$ cat src/rtl/uart_pkg.sv
// rtl/uart_pkg.sv - shared widths, error bit positions and FIFO entry layout for the UART RX path
package uart_pkg;

  localparam int DATA_W      = 8;
  localparam int ERR_W       = 3;
  localparam int ENTRY_W     = ERR_W + DATA_W;
  localparam int ERR_PARITY  = 2;
  localparam int ERR_OVERRUN = 1;
  localparam int ERR_FRAME   = 0;

  typedef struct packed {
    logic [ERR_W-1:0]  err;
    logic [DATA_W-1:0] data;
  } entry_t;

endpackage

$ cat src/rtl/uart_rx_fifo_mem.sv
// rtl/uart_rx_fifo_mem.sv - DEPTH x ENTRY_W register file, synchronous write, asynchronous read
module uart_rx_fifo_mem
  import uart_pkg::*;
#(
  parameter int DEPTH = 16,
  parameter int AW    = $clog2(DEPTH)
) (
  input  logic          clk,
  input  logic          wr_en,
  input  logic [AW-1:0] wr_addr,
  input  entry_t        wr_entry,
  input  logic [AW-1:0] rd_addr,
  output entry_t        rd_entry
);

  entry_t mem [DEPTH];

  always_ff @(posedge clk) begin
    if (wr_en) mem[wr_addr] <= wr_entry;
  end

  assign rd_entry = mem[rd_addr];

endmodule

$ cat src/rtl/uart_rx_fifo.sv
// rtl/uart_rx_fifo.sv - receive FIFO with sticky overrun, threshold IRQ and character timeout
// Character timeout is built only when UART_RX_TIMEOUT_EN is defined; otherwise timeout_irq is 0.
module uart_rx_fifo
  import uart_pkg::*;
#(
  parameter int DEPTH         = 16,
  parameter int THRESH        = 8,
  parameter int TIMEOUT_TICKS = 640
) (
  input  logic                      clk,
  input  logic                      rst,
  input  logic                      rx_valid,
  input  logic [DATA_W-1:0]         rx_data,
  input  logic [ERR_W-1:0]          rx_err,
  input  logic                      baud_tick,
  input  logic                      rd_en,
  input  logic                      ovr_clr,
  output logic [DATA_W-1:0]         rd_data,
  output logic [ERR_W-1:0]          rd_err,
  output logic                      empty,
  output logic                      full,
  output logic [$clog2(DEPTH):0]    count,
  output logic                      overrun,
  output logic                      thresh_irq,
  output logic                      timeout_irq
);

  localparam int             AW       = $clog2(DEPTH);
  localparam logic [AW:0]    DEPTH_C  = DEPTH[AW:0];
  localparam logic [AW:0]    THRESH_C = THRESH[AW:0];

  logic [AW-1:0] wr_ptr, rd_ptr;
  logic [AW:0]   cnt;
  logic          ovr_flag, ovr_pend;
  logic          push_acc, pop_acc, ovr_set;
  entry_t        wr_entry, rd_entry;

  assign empty    = (cnt == '0);
  assign full     = (cnt == DEPTH_C);
  assign pop_acc  = rd_en & ~empty;
  assign push_acc = rx_valid & (~full | pop_acc);
  assign ovr_set  = rx_valid & full & ~rd_en;

  // ovr_pend remembers a dropped byte so the next stored entry carries the overrun bit,
  // independently of the host clearing the sticky flag.
  always_ff @(posedge clk or posedge rst) begin
    if (rst) begin
      wr_ptr   <= '0;
      rd_ptr   <= '0;
      cnt      <= '0;
      ovr_flag <= 1'b0;
      ovr_pend <= 1'b0;
    end else begin
      if (push_acc) wr_ptr <= wr_ptr + 1'b1;
      if (pop_acc)  rd_ptr <= rd_ptr + 1'b1;
      case ({push_acc, pop_acc})
        2'b10:   cnt <= cnt + 1'b1;
        2'b01:   cnt <= cnt - 1'b1;
        default: cnt <= cnt;
      endcase
      if (ovr_set)      ovr_flag <= 1'b1;
      else if (ovr_clr) ovr_flag <= 1'b0;
      if (ovr_set)       ovr_pend <= 1'b1;
      else if (push_acc) ovr_pend <= 1'b0;
    end
  end

  always_comb begin
    wr_entry.data              = rx_data;
    wr_entry.err               = rx_err;
    wr_entry.err[ERR_OVERRUN]  = rx_err[ERR_OVERRUN] | ovr_pend;
  end

  uart_rx_fifo_mem #(.DEPTH(DEPTH), .AW(AW)) u_mem (
    .clk      (clk),
    .wr_en    (push_acc),
    .wr_addr  (wr_ptr),
    .wr_entry (wr_entry),
    .rd_addr  (rd_ptr),
    .rd_entry (rd_entry)
  );

  assign rd_data    = rd_entry.data;
  assign rd_err     = rd_entry.err;
  assign count      = cnt;
  assign overrun    = ovr_flag;
  assign thresh_irq = (cnt >= THRESH_C);

`ifdef UART_RX_TIMEOUT_EN
  localparam int          TW   = $clog2(TIMEOUT_TICKS + 1);
  localparam logic [TW-1:0] TMAX = TIMEOUT_TICKS[TW-1:0];

  logic [TW-1:0] to_cnt;

  // Saturates at TMAX so the IRQ holds until the host touches the FIFO.
  always_ff @(posedge clk or posedge rst) begin
    if (rst) begin
      to_cnt <= '0;
    end else if (push_acc || pop_acc || empty) begin
      to_cnt <= '0;
    end else if (baud_tick && (to_cnt != TMAX)) begin
      to_cnt <= to_cnt + 1'b1;
    end
  end

  assign timeout_irq = (to_cnt == TMAX);
`else
  logic unused_timeout;
  assign unused_timeout = baud_tick & (TIMEOUT_TICKS > 0);
  assign timeout_irq    = 1'b0;
`endif

endmodule

$ cat config.mk
export PLATFORM = sky130hd
export DESIGN_NAME = uart_rx_fifo
export DESIGN_NICKNAME = d
export VERILOG_FILES = /design/src/rtl/uart_pkg.sv /design/src/rtl/uart_rx_fifo_mem.sv /design/src/rtl/uart_rx_fifo.sv
export SDC_FILE = /design/constraint.sdc
export NUM_CORES = 1
export LEC_CHECK = 0
export BUFFER_PORTS_ARGS = -buffer_cell sky130_fd_sc_hd__buf_2
export CAP_MARGIN = 40
export CORE_ASPECT_RATIO = 1.4
export CORE_UTILIZATION = 51
export CTS_BUF_LIST = sky130_fd_sc_hd__clkbuf_16
export DETAILED_ROUTE_END_ITERATION = 8
export PLACE_DENSITY = 0.73
export SYNTH_ARGS = -nofsm -noshare
export SYNTH_HDL_FRONTEND = slang
export SYNTH_SLANG_ARGS = --single-unit
$ cat constraint.sdc
create_clock -name clk -period 3.4 [get_ports clk]
set_input_delay 0.34 -clock clk [delete_from_list [all_inputs] [get_ports clk]]
set_output_delay 0.34 -clock clk [all_outputs]
set_load 0.005 [all_outputs]
### Word level (Yosys, flattened, before mapping)

Memories as Yosys holds them, arrays and structs flattened.
Cells that the tools add are included.

| word-level totals | value |
|---|---|
| register bits after elaboration | 15 |
| bits in writable memories | 176 |
| input port bits | 17 |
| word-level logic and storage cells | 34 |
| memories kept | 1 |

| cells by class | value |
|---|---|
| $add $sub $neg | 4 |
| magnitude comparators | 1 |
| eq/ne operators | 3 |
| muxes and demuxes | 7 |
| bitwise operators | 9 |
| reduce and logical (&&, ||, !) cells | 4 |

Memory list:

| memory | words | bits a word | rd ports | clocked after Yosys merged registers in | wr ports | RTL line | source |
|---|---|---|---|---|---|---|---|
| u_mem.mem | 16 | 11 | 1 | 0 | 1 | uart_rx_fifo_mem.sv:16 | `entry_t mem [DEPTH];` |

Operator list:

| kind | count |
|---|---|
| case mux 5 bit (2 select lines) | 1 |
| adder 4 x 1 -> 4 bit, second input constant | 2 |
| 2-to-1 mux 1 bit | 6 |
| nonzero test 2 bit | 3 |
| adder 5 x 1 -> 5 bit, second input constant | 1 |
| equality test 5 bit, second input constant | 1 |
| greater-or-equal comparator 5 x 4 -> 1 bit, second input constant | 1 |
| logical NOT 5 bit | 1 |
| subtractor 5 x 1 -> 5 bit, second input constant | 1 |
| bitwise AND 1 bit | 4 |
| NOT 1 bit | 3 |
| equality test 2 x 1 -> 1 bit, second input constant | 1 |
| equality test 2 bit, second input constant | 1 |
| bitwise OR 1 bit | 2 |

### Depth between registers and ports, before layout

Gate-level depths: netlist (run 1).

| depth | value |
|---|---|
| depth after elaboration | 7 |
| mapped depth | 8 |
| depth with buffers taken out | 7 |

### Hierarchy

Synthesis (run 1) repeated with hierarchy kept, for this count alone.

| second synthesis, totals | value |
|---|---|
| cells, all modules | 377 |
| area total of the unflattened synthesis | 7679.9 um^2 |

By module, submodules not included:

| module | times used | cells each | area each (um^2) | seq. area each (um^2) |
|---|---|---|---|---|
| uart_rx_fifo_mem | 1 | 294 | 6819.0 | 5285.1 |
| uart_rx_fifo | 1 | 83 | 860.8 | 375.4 |

### Worst setup path before layout (run 1)

No wires, ideal clock.

| timing path | value |
|---|---|
| path kind | register to register |
| start point | reg cnt[0] (netlist: count[0]) |
| end point | reg cnt[4] (netlist: count[4]) |
| arrival time | 2462 ps |
| required time | 3331 ps |
| setup slack | 868 ps |
| stages on the path, launching flop included | 8 |
| period minus slack after synthesis | 2532 ps |
| cell sequence | dfrtp_1 nor4_2 a21oi_1 fa_1 a21o_1 a21o_1 or4_1 nand3_1 |

| between the ends | value |
|---|---|
| cells in the longest elaborated chain, start to end | 7 |
| elaborated cells between the ends (all ways) | 13 |
| classes of those cells | add/sub: 2; eq/ne: 3; mux: 1; bitwise: 5; reduce/logical: 2 |

RTL lines:

| what | RTL line | source |
|---|---|---|
| start: declaration | uart_rx_fifo.sv:33 | `logic [AW:0] cnt;` |
| start signal: assignment | uart_rx_fifo.sv:57 | `2'b10: cnt <= cnt + 1'b1;` |
| start signal: assignment | uart_rx_fifo.sv:58 | `2'b01: cnt <= cnt - 1'b1;` |
| start signal: assignment | uart_rx_fifo.sv:59 | `default: cnt <= cnt;` |
| logical NOT 5 bit | uart_rx_fifo.sv:38 | `assign empty = (cnt == '0);` |
| NOT 1 bit | uart_rx_fifo.sv:40 | `assign pop_acc = rd_en & ~empty;` |
| bitwise AND 1 bit | uart_rx_fifo.sv:40 |  |
| bitwise OR 1 bit | uart_rx_fifo.sv:41 | `assign push_acc = rx_valid & (~full \| pop_acc);` |
| bitwise AND 1 bit | uart_rx_fifo.sv:41 |  |
| equality test 2 x 1 -> 1 bit or equality test 2 bit (tied branches) | uart_rx_fifo.sv:56 | `case ({push_acc, pop_acc})` |
| case mux 5 bit (2 select lines) or nonzero test 2 bit (tied branches) | - |  |

Several ways; a longest one is shown, not always the timed one.
A chain may end at the register's enable or synchronous reset.

### Worst setup path after layout (run 1)

| timing path | value |
|---|---|
| start point | reg rd_ptr[1] |
| end point | out rd_err[0] |

| between the ends | value |
|---|---|
| cells in the longest elaborated chain, start to end | 1 |

RTL lines:

| what | RTL line | source |
|---|---|---|
| start: declaration | uart_rx_fifo.sv:32 | `logic [AW-1:0] wr_ptr, rd_ptr;` |
| start signal: assignment | uart_rx_fifo.sv:55 | `if (pop_acc) rd_ptr <= rd_ptr + 1'b1;` |
| memory (16 x 11 bit) | - |  |
| end: declaration | uart_rx_fifo.sv:19 | `output logic [ERR_W-1:0] rd_err,` |

Every way passes these cells.

==> impl_summary.txt, run 1 <==
----------------------------------------------------
[Outcome]
  Status ... finished, final reports clean

[Routing]
  Pre-antenna DRT Iters ... 6
  Detailed-route vias per instance ... 5.95
  Total number of vias ... 3625
  Number of design rule violations left after detail routing ... 0
  Initial DRC count ... 230
  Antenna-violating nets left ... 0
  Sum of routed wire length over all layers ... 14.6 mm
  Average wire length per cell after detail routing ... roughly 24 um

[Floorplanning]
  Count of boundary I/O pins ... 38
  Total die area ... about 16000 um^2
  Num rows ... 52
  Die boundary width ... 106 um
  Die Ht ... 147 um
  Starting utilization of the core area ... 52.8%
  Floorplan Core Area ... 14600 um^2

[Setup path]
  Reg2reg setup slack ... 0.84 ns
  Crit. End Element ... output pin
  Worst Setup Start Kind ... flop
  Crit path required time ... roughly 3.1 ns
  Endpoint arrival time on the critical path ... 2.42 ns
  Worst-case reg-to-reg path depth ... 8
  Maximum net fanout on the critical path ... 27
  Category of the critical setup timing path ... flop to output pin

[Logic synthesis]
  Number of enable-type register cells in the synthesized netlist ... around 180
  Post-Synthesis Cell Area ... 7700 um^2
  Dominant cell type by area after synthesis ... sky130_fd_sc_hd__edfxtp_1
  Post-synthesis register bit count ... 191
  Count of synthesis-stage warnings from yosys ... 0
  Synth Instances ... 362
  Sequential fraction of the synthesis area ... 73.5%
  Dominant register cell in the synthesized netlist ... sky130_fd_sc_hd__edfxtp_1
  Synth top area cells ... sky130_fd_sc_hd__edfxtp_1 (69%), sky130_fd_sc_hd__mux4_2 (16%), sky130_fd_sc_hd__dfrtp_1 (4.9%), sky130_fd_sc_hd__ha_1 (1.3%), sky130_fd_sc_hd__and2_1 (1.2%)
  Syn avg cell area ... 21.3 um^2
  Async set or reset register ratio after synthesis ... under 10%
  Post-synth cell types ... 43
  Proportion of netlist area held by the largest area contributor ... 68.6%
  Number of nets produced by synthesis ... 388

[Placement]
  Weighted congestion at the end of routability-driven global placement ... between 0.7 and 0.8
  Count of input and output buffers ... 35
  Detailed placement HPWL ... 8.55 mm
  Area post-placement ... 8110 um^2

[Clocking]
  Source-to-sink clock delay at the later pin of the worst-skew pair ... between 0.4 and 0.5 ns
  Clock H-tree levels ... 4
  Clock sinks ... roughly 190
  Clk Tree Root Cell ... sky130_fd_sc_hd__clkbuf_16
  Number of buffers added by the clock tree synthesis step ... 17
  Clock tree from TritonCTS ... yes
  Clock transition at the registers of the reported paths ... 0.07 ns
  Maximum clock path buffer count ... 2

[Global route]
  Initial antenna violation count ... 0
  Global-route wire length before repair ... about 22 mm
  Overflow left after global routing ... 0
  Total routing resource utilization after global routing ... 20.3%
  Pin count of the biggest net entering global routing ... 35
  Number of global-route vias before repair ... 3898

[Timing]
  Worst-Margin Slew ... ~0.84 ns
  Finish-stage setup viols ... 0
  Setup_tns ... 0 ns
  Number of hold-slack violations in the final timing report ... 0
  Portion of the clock cycle consumed by the worst path in the final layout ... around four fifths
  Maximum clock skew at final layout ... about 0.013 ns
  Headroom to the max-slew limit ... 44.3%
  Max-slew violation count ... 0
  Tmin final ... 2.76 ns
  Worst hold slack across all endpoints ... 0.110 ns
  Highest achievable clock rate ... 362 MHz
  RSZ-0062 raised after global routing ... false

[Hold path]
  Number of cells on the worst hold path ... 2
  Kind of path behind the tightest hold check ... primary input to flop

[Layout]
  Share of final-layout standard cells stronger than drive strength 1 ... between 30% and 40%
  Synth-to-Final Area Change ... 12.9%
  Net total in the final layout ... between 400 and 500
  Most common cell after layout, fill and taps aside ... sky130_fd_sc_hd__edfxtp_1
  Utilization of the core after routing ... 59.6%
  Final instance area ... 8690 um^2
  Top library cells by usage in the layout, fill and taps aside ... sky130_fd_sc_hd__edfxtp_1 (176), sky130_fd_sc_hd__mux4_2 (55), sky130_fd_sc_hd__buf_2 (35), sky130_fd_sc_hd__clkbuf_16 (17), sky130_fd_sc_hd__and2_1 (15)
  # diodes ... 0

[Power]
  Leakage power of the design ... between 2 and 3 nW
  VDD IR-drop max ... 0.000534 V
  Power density normalized to cell area ... just over 800 nW/um^2

[Run]
  Max-cap check violation count ... 0

----------------------------------------------------
## through the flow
step                      instances  total power, W  worst slack [ns]
after floorplan                 362         0.00457             0.868
after global placement          575         0.00513             0.912
after detailed placement        576         0.00524             0.787
after CTS                       609         0.00714             0.605
after global routing            609         0.00740             0.549
final                           609         0.00707             0.640
## cells in the mapped netlist, types with 4 or more instances
| cell | count |
|---|---|
| sky130_fd_sc_hd__dfrtp_1 | 15 |
| sky130_fd_sc_hd__xor2_1 | 4 |
| sky130_fd_sc_hd__xnor2_1 | 4 |
| sky130_fd_sc_hd__inv_1 | 7 |
| sky130_fd_sc_hd__edfxtp_1 | 176 |
| sky130_fd_sc_hd__ha_1 | 8 |
| sky130_fd_sc_hd__buf_1 | 4 |
| sky130_fd_sc_hd__buf_6 | 4 |
| sky130_fd_sc_hd__nand2_1 | 5 |
| sky130_fd_sc_hd__nor2_1 | 7 |
| sky130_fd_sc_hd__clkbuf_1 | 4 |
| sky130_fd_sc_hd__a21o_1 | 4 |
| sky130_fd_sc_hd__and2_1 | 15 |
| sky130_fd_sc_hd__nand3_1 | 5 |
| sky130_fd_sc_hd__o21ai_0 | 4 |
| sky130_fd_sc_hd__mux4_2 | 55 |
## critical path: stages (launching register included)
cell                      delay, ns
sky130_fd_sc_hd__dfrtp_2       0.73
sky130_fd_sc_hd__buf_12        0.27
sky130_fd_sc_hd__mux4_2        0.34
sky130_fd_sc_hd__mux4_2        0.49
sky130_fd_sc_hd__buf_2         0.14
## power breakdown
group / switching (W) / total (W) / internal [W] / leakage, nW
clock: 0.000834 / 0.00191 / 0.00108 / 0.276
sequential: 0.000270 / 0.00314 / 0.00287 / 1.77
combinational: 0.000906 / 0.00201 / 0.00111 / 0.876
total: 0.00201 / 0.00707 / 0.00506 / 2.92
## routing by layer
layer / wire [um] / up-vias / GRT usage (%) / share of wire, %
met2: 7810 / 114 / 34.4 / 54
met5: 0 / - / 0 / 0
met4: 401 / 0 / 9.38 / 2.7
li1: - / 1587 / - / -
met3: 665 / 26 / 5.20 / 4.6
met1: 5710 / 1898 / 24.5 / 39
## sequential cells by signal (all words and copies together), names as in the netlist
name / cells
wr_ptr: 4
count: 5
rd_ptr: 4
overrun: 1
ovr_pend: 1
u_mem.mem: 176
## what timing repair did
item,4_1_cts,5_1_grt
resized for setup,0,0
setup buffers,0,0
hold buffers,1,0
endpoints found under the hold margin,15,0
## cell type report
| type | count | area (um^2) |
|---|---|---|
| clock buffers | 17 | 425 |
| clock inverters | 15 | 145 |
| fillers | 1028 | 5880 |
| inverters | 7 | 26.3 |
| multi-input cells | 147 | 1910 |
| flip-flops and latches | 191 | 5660 |
| well taps | 189 | 236 |
| repair buffers | 43 | 283 |
## logic make-up after synthesis
family,synth area share (%)
AOI/OAI and AO/OA,1.90
xor gates and xnor gates,0.910
adders and majority gates,1.56
buffers and inverters,1.71
DFF,73.5
muxes,16.5
other,0.0487
and+or+nand+nor,3.87
## final timing paths
kind | from | to
worst max-delay path | rd_ptr[1]$_DFFE_PP0N_ | rd_err[0]
worst min-delay path | ovr_clr | overrun$_DFFE_PP0P_
worst max register to register | count[0]$_DFFE_PP0P_ | count[4]$_DFFE_PP0P_
worst min register to register | ovr_pend$_DFFE_PP0P_ | ovr_pend$_DFFE_PP0P_
max in group asynchronous | rst | rd_ptr[0]$_DFFE_PP0N_
min in group asynchronous | rst | count[2]$_DFFE_PP0P_
Power figures use the tool's default switching activity.
==> run 2, diff against run 1 <==
Settings changed: PLACE_DENSITY 0.73 to 0.76.
Clock period 3.4 ns to 2.4 ns, I/O delays scaled along.
==> impl_summary.txt, run 2 (same netlist as run 1, synthesis figures left out) <==
----------------------------------------------------
[Timing]
  Portion of the clock cycle consumed by the worst path in the final layout ... 105%
  Maximum clock skew at final layout ... 0.00912 ns (was 0.0133 ns)
  Tmin final ... 2.52 ns
  Worst hold slack across all endpoints ... 0.183 ns (was 0.110 ns)
  Number of hold-slack violations in the final timing report ... 0 (unchanged)
  Highest achievable clock rate ... between 300 and 400 MHz
  Headroom to the max-slew limit ... 56.2% (was 44.3%)
  Finish-stage setup viols ... 11 (was 0)
  RSZ-0062 raised after global routing ... true (was false)
  Post-route setup slack ... -0.120 ns (was 0.640 ns)
  Worst-Margin Slew ... 0.657 ns (was 0.835 ns)
  Max-slew violation count ... 0 (unchanged)

[Layout]
  Layout fillers ... 1011 (was 1028)
  Area of the multi-input gates ... 1940 um^2 (was 1910 um^2)
  Most common cell after layout, fill and taps aside ... sky130_fd_sc_hd__edfxtp_1 (unchanged)
  Utilization of the core after routing ... 61.8% (was 59.6%)
  Share of final-layout standard cells stronger than drive strength 1 ... 37.2% (was 31.9%)
  Number of flip-flops under the largest register name ... 176 (unchanged)
  # diodes ... 0 (unchanged)
  Net total in the final layout ... 457 (was 433)
  Most flop-heavy register ... u_mem.mem (unchanged)
  Area taken by flip-flops and latches ... 5660 um^2 (unchanged)
  Top library cells by usage in the layout, fill and taps aside ... sky130_fd_sc_hd__edfxtp_1 (176), sky130_fd_sc_hd__mux4_2 (55), sky130_fd_sc_hd__buf_2 (34), sky130_fd_sc_hd__clkbuf_16 (21), sky130_fd_sc_hd__buf_4 (21) (was sky130_fd_sc_hd__edfxtp_1 (176), sky130_fd_sc_hd__mux4_2 (55), sky130_fd_sc_hd__buf_2 (35), sky130_fd_sc_hd__clkbuf_16 (17), sky130_fd_sc_hd__and2_1 (15))
  Synth-to-Final Area Change ... 17.0% (was 12.9%)

[Run]
  Max-cap check violation count ... 0 (unchanged)

[Placement]
  Weighted congestion at the end of routability-driven global placement ... 0.768 (was 0.743)
  Count of input and output buffers ... 35 (unchanged)
  Detailed placement HPWL ... 9.18 mm (was 8.55 mm)

[Setup path]
  Dominant delay contributor by cell family on the critical path ... multiplexers (unchanged)
  Cell with the biggest individual delay on the critical path ... sky130_fd_sc_hd__mux4_2 (was sky130_fd_sc_hd__dfrtp_2)
  Crit path required time ... 2.16 ns (was 3.06 ns)
  Endpoint arrival time on the critical path ... 2.28 ns (was 2.42 ns)
  Category of the critical setup timing path ... flop to output pin (unchanged)
  Highest cell delay on the worst timing path ... 0.52 ns (was 0.73 ns)
  Buf+Inv Stages, Crit Path ... 3 (was 2)
  Chain of cells forming the critical path ... buf_12, buf_12, mux4_2, mux4_2, buf_6 (was buf_12, mux4_2, mux4_2, buf_2)
  Maximum net fanout on the critical path ... 7 (was 27)
  Worst Setup Start Kind ... flop (unchanged)
  Crit. End Element ... output pin (unchanged)

[Power]
  Leakage power of the design ... 3.09 nW (was 2.92 nW)
  Power density normalized to cell area ... 1170 nW/um^2 (was 813 nW/um^2)
  VDD IR-drop max ... 0.000749 V (was 0.000534 V)

[Routing]
  Pre-antenna DRT Iters ... 4 (was 6)
  Sum of routed wire length over all layers ... 15.2 mm (was 14.6 mm)
  Antenna-violating nets left ... 0 (unchanged)
  Average wire length per cell after detail routing ... 24.0 um (about the same)
  Total number of vias ... 3673 (was 3625)
  Detailed-route vias per instance ... 5.80 (was 5.95)
  Number of design rule violations left after detail routing ... 0 (unchanged)
  Initial DRC count ... 251 (was 230)

[Global route]
  Pin count of the biggest net entering global routing ... 46 (was 35)
  Total routing resource utilization after global routing ... 20.9% (was 20.3%)
  Initial antenna violation count ... 0 (unchanged)
  Number of global-route vias before repair ... 4020 (was 3898)
  Global-route wire length before repair ... 23.0 mm (was 22.2 mm)
  Overflow left after global routing ... 0 (unchanged)

[Floorplanning]
  Floorplan Core Area ... 14600 um^2 (unchanged)
  Num rows ... 52 (unchanged)
  Count of boundary I/O pins ... 38 (unchanged)
  Die Ht ... 147 um (unchanged)
  Total die area ... 15600 um^2 (unchanged)
  Starting utilization of the core area ... 52.8% (unchanged)
  Die boundary width ... 106 um (unchanged)

[Outcome]
  Failing checks ... negative setup slack
  Status ... complete, but fails checks (was finished, final reports clean)

[Clocking]
  Clk Tree Root Cell ... sky130_fd_sc_hd__clkbuf_16 (unchanged)
  Clock transition at the registers of the reported paths ... 0.07 ns (about the same)
  Maximum clock path buffer count ... 2 (unchanged)
  Source-to-sink clock delay at the later pin of the worst-skew pair ... 0.43 ns (was 0.42 ns)
  Number of buffers added by the clock tree synthesis step ... 17 (unchanged)
  Clock H-tree levels ... 4 (unchanged)
  Clock tree from TritonCTS ... yes (unchanged)
  Clock sinks ... 191 (unchanged)

[Hold path]
  Kind of path behind the tightest hold check ... primary input to flop (unchanged)

----------------------------------------------------
[run 2: cell types whose count changed in the layout (fill, tap and decap cells not counted), moves of 2 or more]
cell,previous run,this run
sky130_fd_sc_hd__and2_1,15,11
sky130_fd_sc_hd__and2_2,0,4
sky130_fd_sc_hd__buf_12,2,4
sky130_fd_sc_hd__buf_4,4,21
sky130_fd_sc_hd__clkbuf_16,17,21
sky130_fd_sc_hd__clkinv_1,3,0
sky130_fd_sc_hd__clkinv_2,3,1
sky130_fd_sc_hd__inv_6,2,5
sky130_fd_sc_hd__inv_8,0,3
[run 2: cell type report]
class / count / area share, %
tap: 189 / 2.62
sequential: 191 / 62.9
inverter: 7 / 0.292
clock buffer: 17 / 4.72
timing repair buffer: 67 / 6.29
clock inverter: 15 / 1.69
multi-input combinational: 147 / 21.5
[run 2: routing by layer]
metal	global-route usage [%]	part of all wire [%]
met1	24.6	38
met2	36.9	55
met3	5.25	5.0
met4	8.13	1.9
met5	0	0
[run 2: report_power, final]
part	internal (W)	switching (W)	leakage [nW]
clock	0.00147	0.00127	0.277
combinational	0.00190	0.00155	1.04
sequential	0.00406	0.000254	1.77
[run 2: path summary, 6_finish.rpt]
path / from / end / slack [ns] / cells past startpoint
worst min-delay path: rx_data[7] / u_mem.mem[2][7]$_DFFE_PP_ / 0.18 / 1
worst max-delay path: rd_ptr[0]$_DFFE_PP0N_ / rd_err[1] / -0.12 / 5
worst max register to register: count[1]$_DFFE_PP0P_ / count[4]$_DFFE_PP0P_ / 0.06 / 7
worst min register to register: overrun$_DFFE_PP0P_ / overrun$_DFFE_PP0P_ / 0.53 / 2
min in group asynchronous: rst / ovr_pend$_DFFE_PP0P_ / 0.40 / 3
max in group asynchronous: rst / rd_ptr[0]$_DFFE_PP0N_ / 1.58 / 3
[run 2: per-stage QoR]
| step | TNS (ns) | instances | power, W | area [um^2] | setup WS [ns] |
|---|---|---|---|---|---|
| global route | -1.73 | 633 | 0.0109 | 9010 | -0.173 |
| detailed placement | 0 | 593 | 0.00756 | 8240 | 0.00288 |
| floorplan | 0 | 362 | 0.00649 | 7710 | 0.00465 |
| CTS | -1.44 | 628 | 0.0103 | 8860 | -0.161 |
| global placement | 0 | 593 | 0.00744 | 8240 | 0.107 |
| finish | -1.03 | 633 | 0.0105 | 9010 | -0.120 |
[run 2: timing repair]
item	4_1_cts	5_1_grt
gates cloned	0	4
gates resized for setup	4	7
endpoints found under the hold margin	16	0
hold buffers	2	0
setup endpoints to repair	23	44
buffers inserted	1	1
pin swaps	0	0
==> run 3, diff against run 2 <==
Clock period 2.4 ns to 2.1 ns, I/O delays scaled along.
==> impl_summary.txt, run 3 (same netlist as run 1, synthesis figures left out) <==
----------------------------------------------------
[Setup path]
  Worst-case reg-to-reg path depth ... 7 (unchanged)
  Crit path required time ... 1.89 ns (was 2.16 ns)
  Worst Setup Start Kind ... flop (unchanged)
  Category of the critical setup timing path ... flop to output pin (unchanged)
  Worst flop-to-flop path endpoint ... count[4]$_DFFE_PP0P_ (unchanged)
  FF-to-FF Start ... count[1]$_DFFE_PP0P_ (unchanged)
  Reg2reg setup slack ... -0.15 ns (was 0.06 ns)
  Maximum net fanout on the critical path ... 13 (was 7)
  Endpoint arrival time on the critical path ... 2.32 ns (was 2.28 ns)
  Crit. End Element ... output pin (unchanged)

[Power]
  Leakage power of the design ... 3.26 nW (was 3.09 nW)
  VDD IR-drop max ... 0.00113 V (was 0.000749 V)
  Overall power after layout ... 0.0124 W (was 0.0105 W)
  Power density normalized to cell area ... 1310 nW/um^2 (was 1170 nW/um^2)

[Placement]
  Weighted congestion at the end of routability-driven global placement ... 0.769 (was 0.768)
  Setup Slack @ Placement ... -0.131 ns (was 0.00288 ns)
  Detailed placement HPWL ... 9.21 mm (was 9.18 mm)
  Count of input and output buffers ... 35 (unchanged)
  Placed Cells incl. Taps ... 614 (was 593)

[Timing]
  Worst-Margin Slew ... 0.583 ns (was 0.657 ns)
  Headroom to the max-slew limit ... 61.1% (was 56.2%)
  Tmin final ... about 2.5 ns
  Number of hold-slack violations in the final timing report ... 0 (unchanged)
  Highest achievable clock rate ... approximately 400 MHz
  Post-route setup slack ... -0.429 ns (was -0.120 ns)
  RSZ-0062 raised after global routing ... true (unchanged)
  Max-slew violation count ... 0 (unchanged)
  Finish-stage setup viols ... 15 (was 11)
  Portion of the clock cycle consumed by the worst path in the final layout ... 120%
  Maximum clock skew at final layout ... 0.00924 ns (was 0.00912 ns)

[Hold path]
  Number of cells on the worst hold path ... 2 (was 1)
  Kind of path behind the tightest hold check ... primary input to flop (unchanged)
  Hold path startpoint ... rd_en (was rx_data[7])
  End point of the most critical hold path ... count[1]$_DFFE_PP0P_ (was u_mem.mem[2][7]$_DFFE_PP_)

[Floorplanning]
  Floorplan Core Area ... 14600 um^2 (unchanged)
  Starting utilization of the core area ... 52.8% (unchanged)
  Total die area ... 15600 um^2 (unchanged)
  Die Ht ... 147 um (unchanged)
  Num rows ... 52 (unchanged)
  Die boundary width ... 106 um (unchanged)
  Count of boundary I/O pins ... 38 (unchanged)

[Clocking]
  Clock sinks ... 191 (unchanged)
  Clock tree from TritonCTS ... yes (unchanged)
  Clk Tree Root Cell ... sky130_fd_sc_hd__clkbuf_16 (unchanged)
  Maximum clock path buffer count ... 2 (unchanged)
  Source-to-sink clock delay at the later pin of the worst-skew pair ... 0.43 ns (about the same)
  Clock H-tree levels ... 4 (unchanged)
  Clock transition at the registers of the reported paths ... 0.07 ns (about the same)
  Number of buffers added by the clock tree synthesis step ... 17 (unchanged)

[Routing]
  Routed met1 length ... 5.83 mm (was 5.82 mm)
  Antenna-violating nets left ... 0 (unchanged)
  Detailed-route vias per instance ... 5.79 (was 5.80)
  Highest metal layer used by the detailed router ... met4 (unchanged)
  Detailed-routed wire length on met3 ... 767 um (was 760 um)
  Number of design rule violations left after detail routing ... 0 (unchanged)
  Sum of routed wire length over all layers ... 16.0 mm (was 15.2 mm)
  Met2 routed WL ... 9.03 mm (was 8.30 mm)
  Average wire length per cell after detail routing ... 24.3 um (was 24.0 um)
  Total number of vias ... 3829 (was 3673)
  Initial DRC count ... 352 (was 251)
  Pre-antenna DRT Iters ... 4 (unchanged)

[Layout]
  Number of flip-flops under the largest register name ... 176 (unchanged)
  Net total in the final layout ... 485 (was 457)
  Top library cells by usage in the layout, fill and taps aside ... sky130_fd_sc_hd__edfxtp_1 (176), sky130_fd_sc_hd__mux4_2 (55), sky130_fd_sc_hd__buf_2 (34), sky130_fd_sc_hd__buf_4 (31), sky130_fd_sc_hd__clkbuf_16 (19) (was sky130_fd_sc_hd__edfxtp_1 (176), sky130_fd_sc_hd__mux4_2 (55), sky130_fd_sc_hd__buf_2 (34), sky130_fd_sc_hd__clkbuf_16 (21), sky130_fd_sc_hd__buf_4 (21))
  Most common cell after layout, fill and taps aside ... sky130_fd_sc_hd__edfxtp_1 (unchanged)
  # diodes ... 0 (unchanged)
  Final Instance Count excl. Fillers ... 661 (was 633)
  Most flop-heavy register ... u_mem.mem (unchanged)
  Synth-to-Final Area Change ... 22.8% (was 17.0%)
  Share of final-layout standard cells stronger than drive strength 1 ... 46.0% (was 37.2%)

[Global route]
  Pin count of the biggest net entering global routing ... 46 (unchanged)
  Total routing resource utilization after global routing ... 21.6% (was 20.9%)
  Overflow left after global routing ... 0 (unchanged)
  Global-route wire length before repair ... 23.7 mm (was 23.0 mm)
  Number of global-route vias before repair ... 4186 (was 4020)
  Initial antenna violation count ... 0 (unchanged)

[Outcome]
  Status ... complete, but fails checks (unchanged)
  Failing checks ... negative setup slack (unchanged)

[Run]
  Max-cap check violation count ... 0 (unchanged)

----------------------------------------------------
## run 3: cell types whose count changed in the layout (fill, tap and decap cells not counted), sizes merged
cell | previous run | this run
bufinv | 1 | 0
clkbuf | 21 | 19
buf | 61 | 91
clkinv | 3 | 4
## run 3: worst max-delay path by stage
stage / cells after the start / startpoint / slack, ns / endpoint
floorplan: 7 / count[3]$_DFFE_PP0P_ / -0.22 / count[4]$_DFFE_PP0P_
global placement: 7 / count[3]$_DFFE_PP0P_ / -0.09 / count[4]$_DFFE_PP0P_
detailed placement: 7 / count[1]$_DFFE_PP0P_ / -0.13 / count[4]$_DFFE_PP0P_
CTS: 4 / rd_ptr[0]$_DFFE_PP0N_ / -0.42 / rd_data[2]
global route: 4 / rd_ptr[0]$_DFFE_PP0N_ / -0.49 / rd_data[2]
finish: 4 / rd_ptr[0]$_DFFE_PP0N_ / -0.43 / rd_data[2]
## run 3: stage by stage
stage          cell area, um^2  util, %  setup TNS, ns  hold WS, ns
3_3_place_gp              8500     58.3         -0.823        0.290
5_1_grt                   9460     64.9          -5.66       0.0807
3_5_place_dp              8510     58.4          -2.15        0.302
4_1_cts                   9250     63.5          -4.52       0.0758
2_1_floorplan             7720        -         -0.364        0.111
6_report                  9460     64.9          -4.50       0.0901
## run 3: worst max-delay path, stage by stage (launching register included)
cell and delay (ns):
sky130_fd_sc_hd__dfrtp_2 0.47, sky130_fd_sc_hd__buf_12 0.20, sky130_fd_sc_hd__mux4_2 0.57, sky130_fd_sc_hd__mux4_2 0.50, sky130_fd_sc_hd__buf_6 0.13
## run 3: what timing repair did
item | 4_1_cts | 5_1_grt
hold buffers | 2 | 0
pin swaps | 5 | 14
endpoints found under the hold margin | 16 | 0
resized for setup | 18 | 34
setup endpoints to repair | 146 | 102
gates cloned | 2 | 2
buffers inserted | 3 | 6
## run 3: final cells by class
| cell class | instances | area, um^2 |
|---|---|---|
| Timing Repair Buffer | 95 | 907 |
| Fill cell | 943 | 5120 |
| Inverter | 7 | 26.3 |
| Clock inverter | 15 | 129 |
| Sequential cell | 191 | 5670 |
| Multi-Input combinational cell | 147 | 2070 |
| Clock buffer | 17 | 425 |
| Tap cell | 189 | 236 |
## run 3: power by group
| part | internal [W] | switching, W |
|---|---|---|
| combinational | 0.00247 | 0.00202 |
| clock | 0.00155 | 0.00144 |
| sequential | 0.00465 | 0.000229 |
## run 3: routing by layer
metal  vias up  global-route usage (%)
met2       119                    38.4
met1      1995                    24.4
met4         0                    9.79
li1       1686                       -
met5         -                       0
met3        29                    5.47
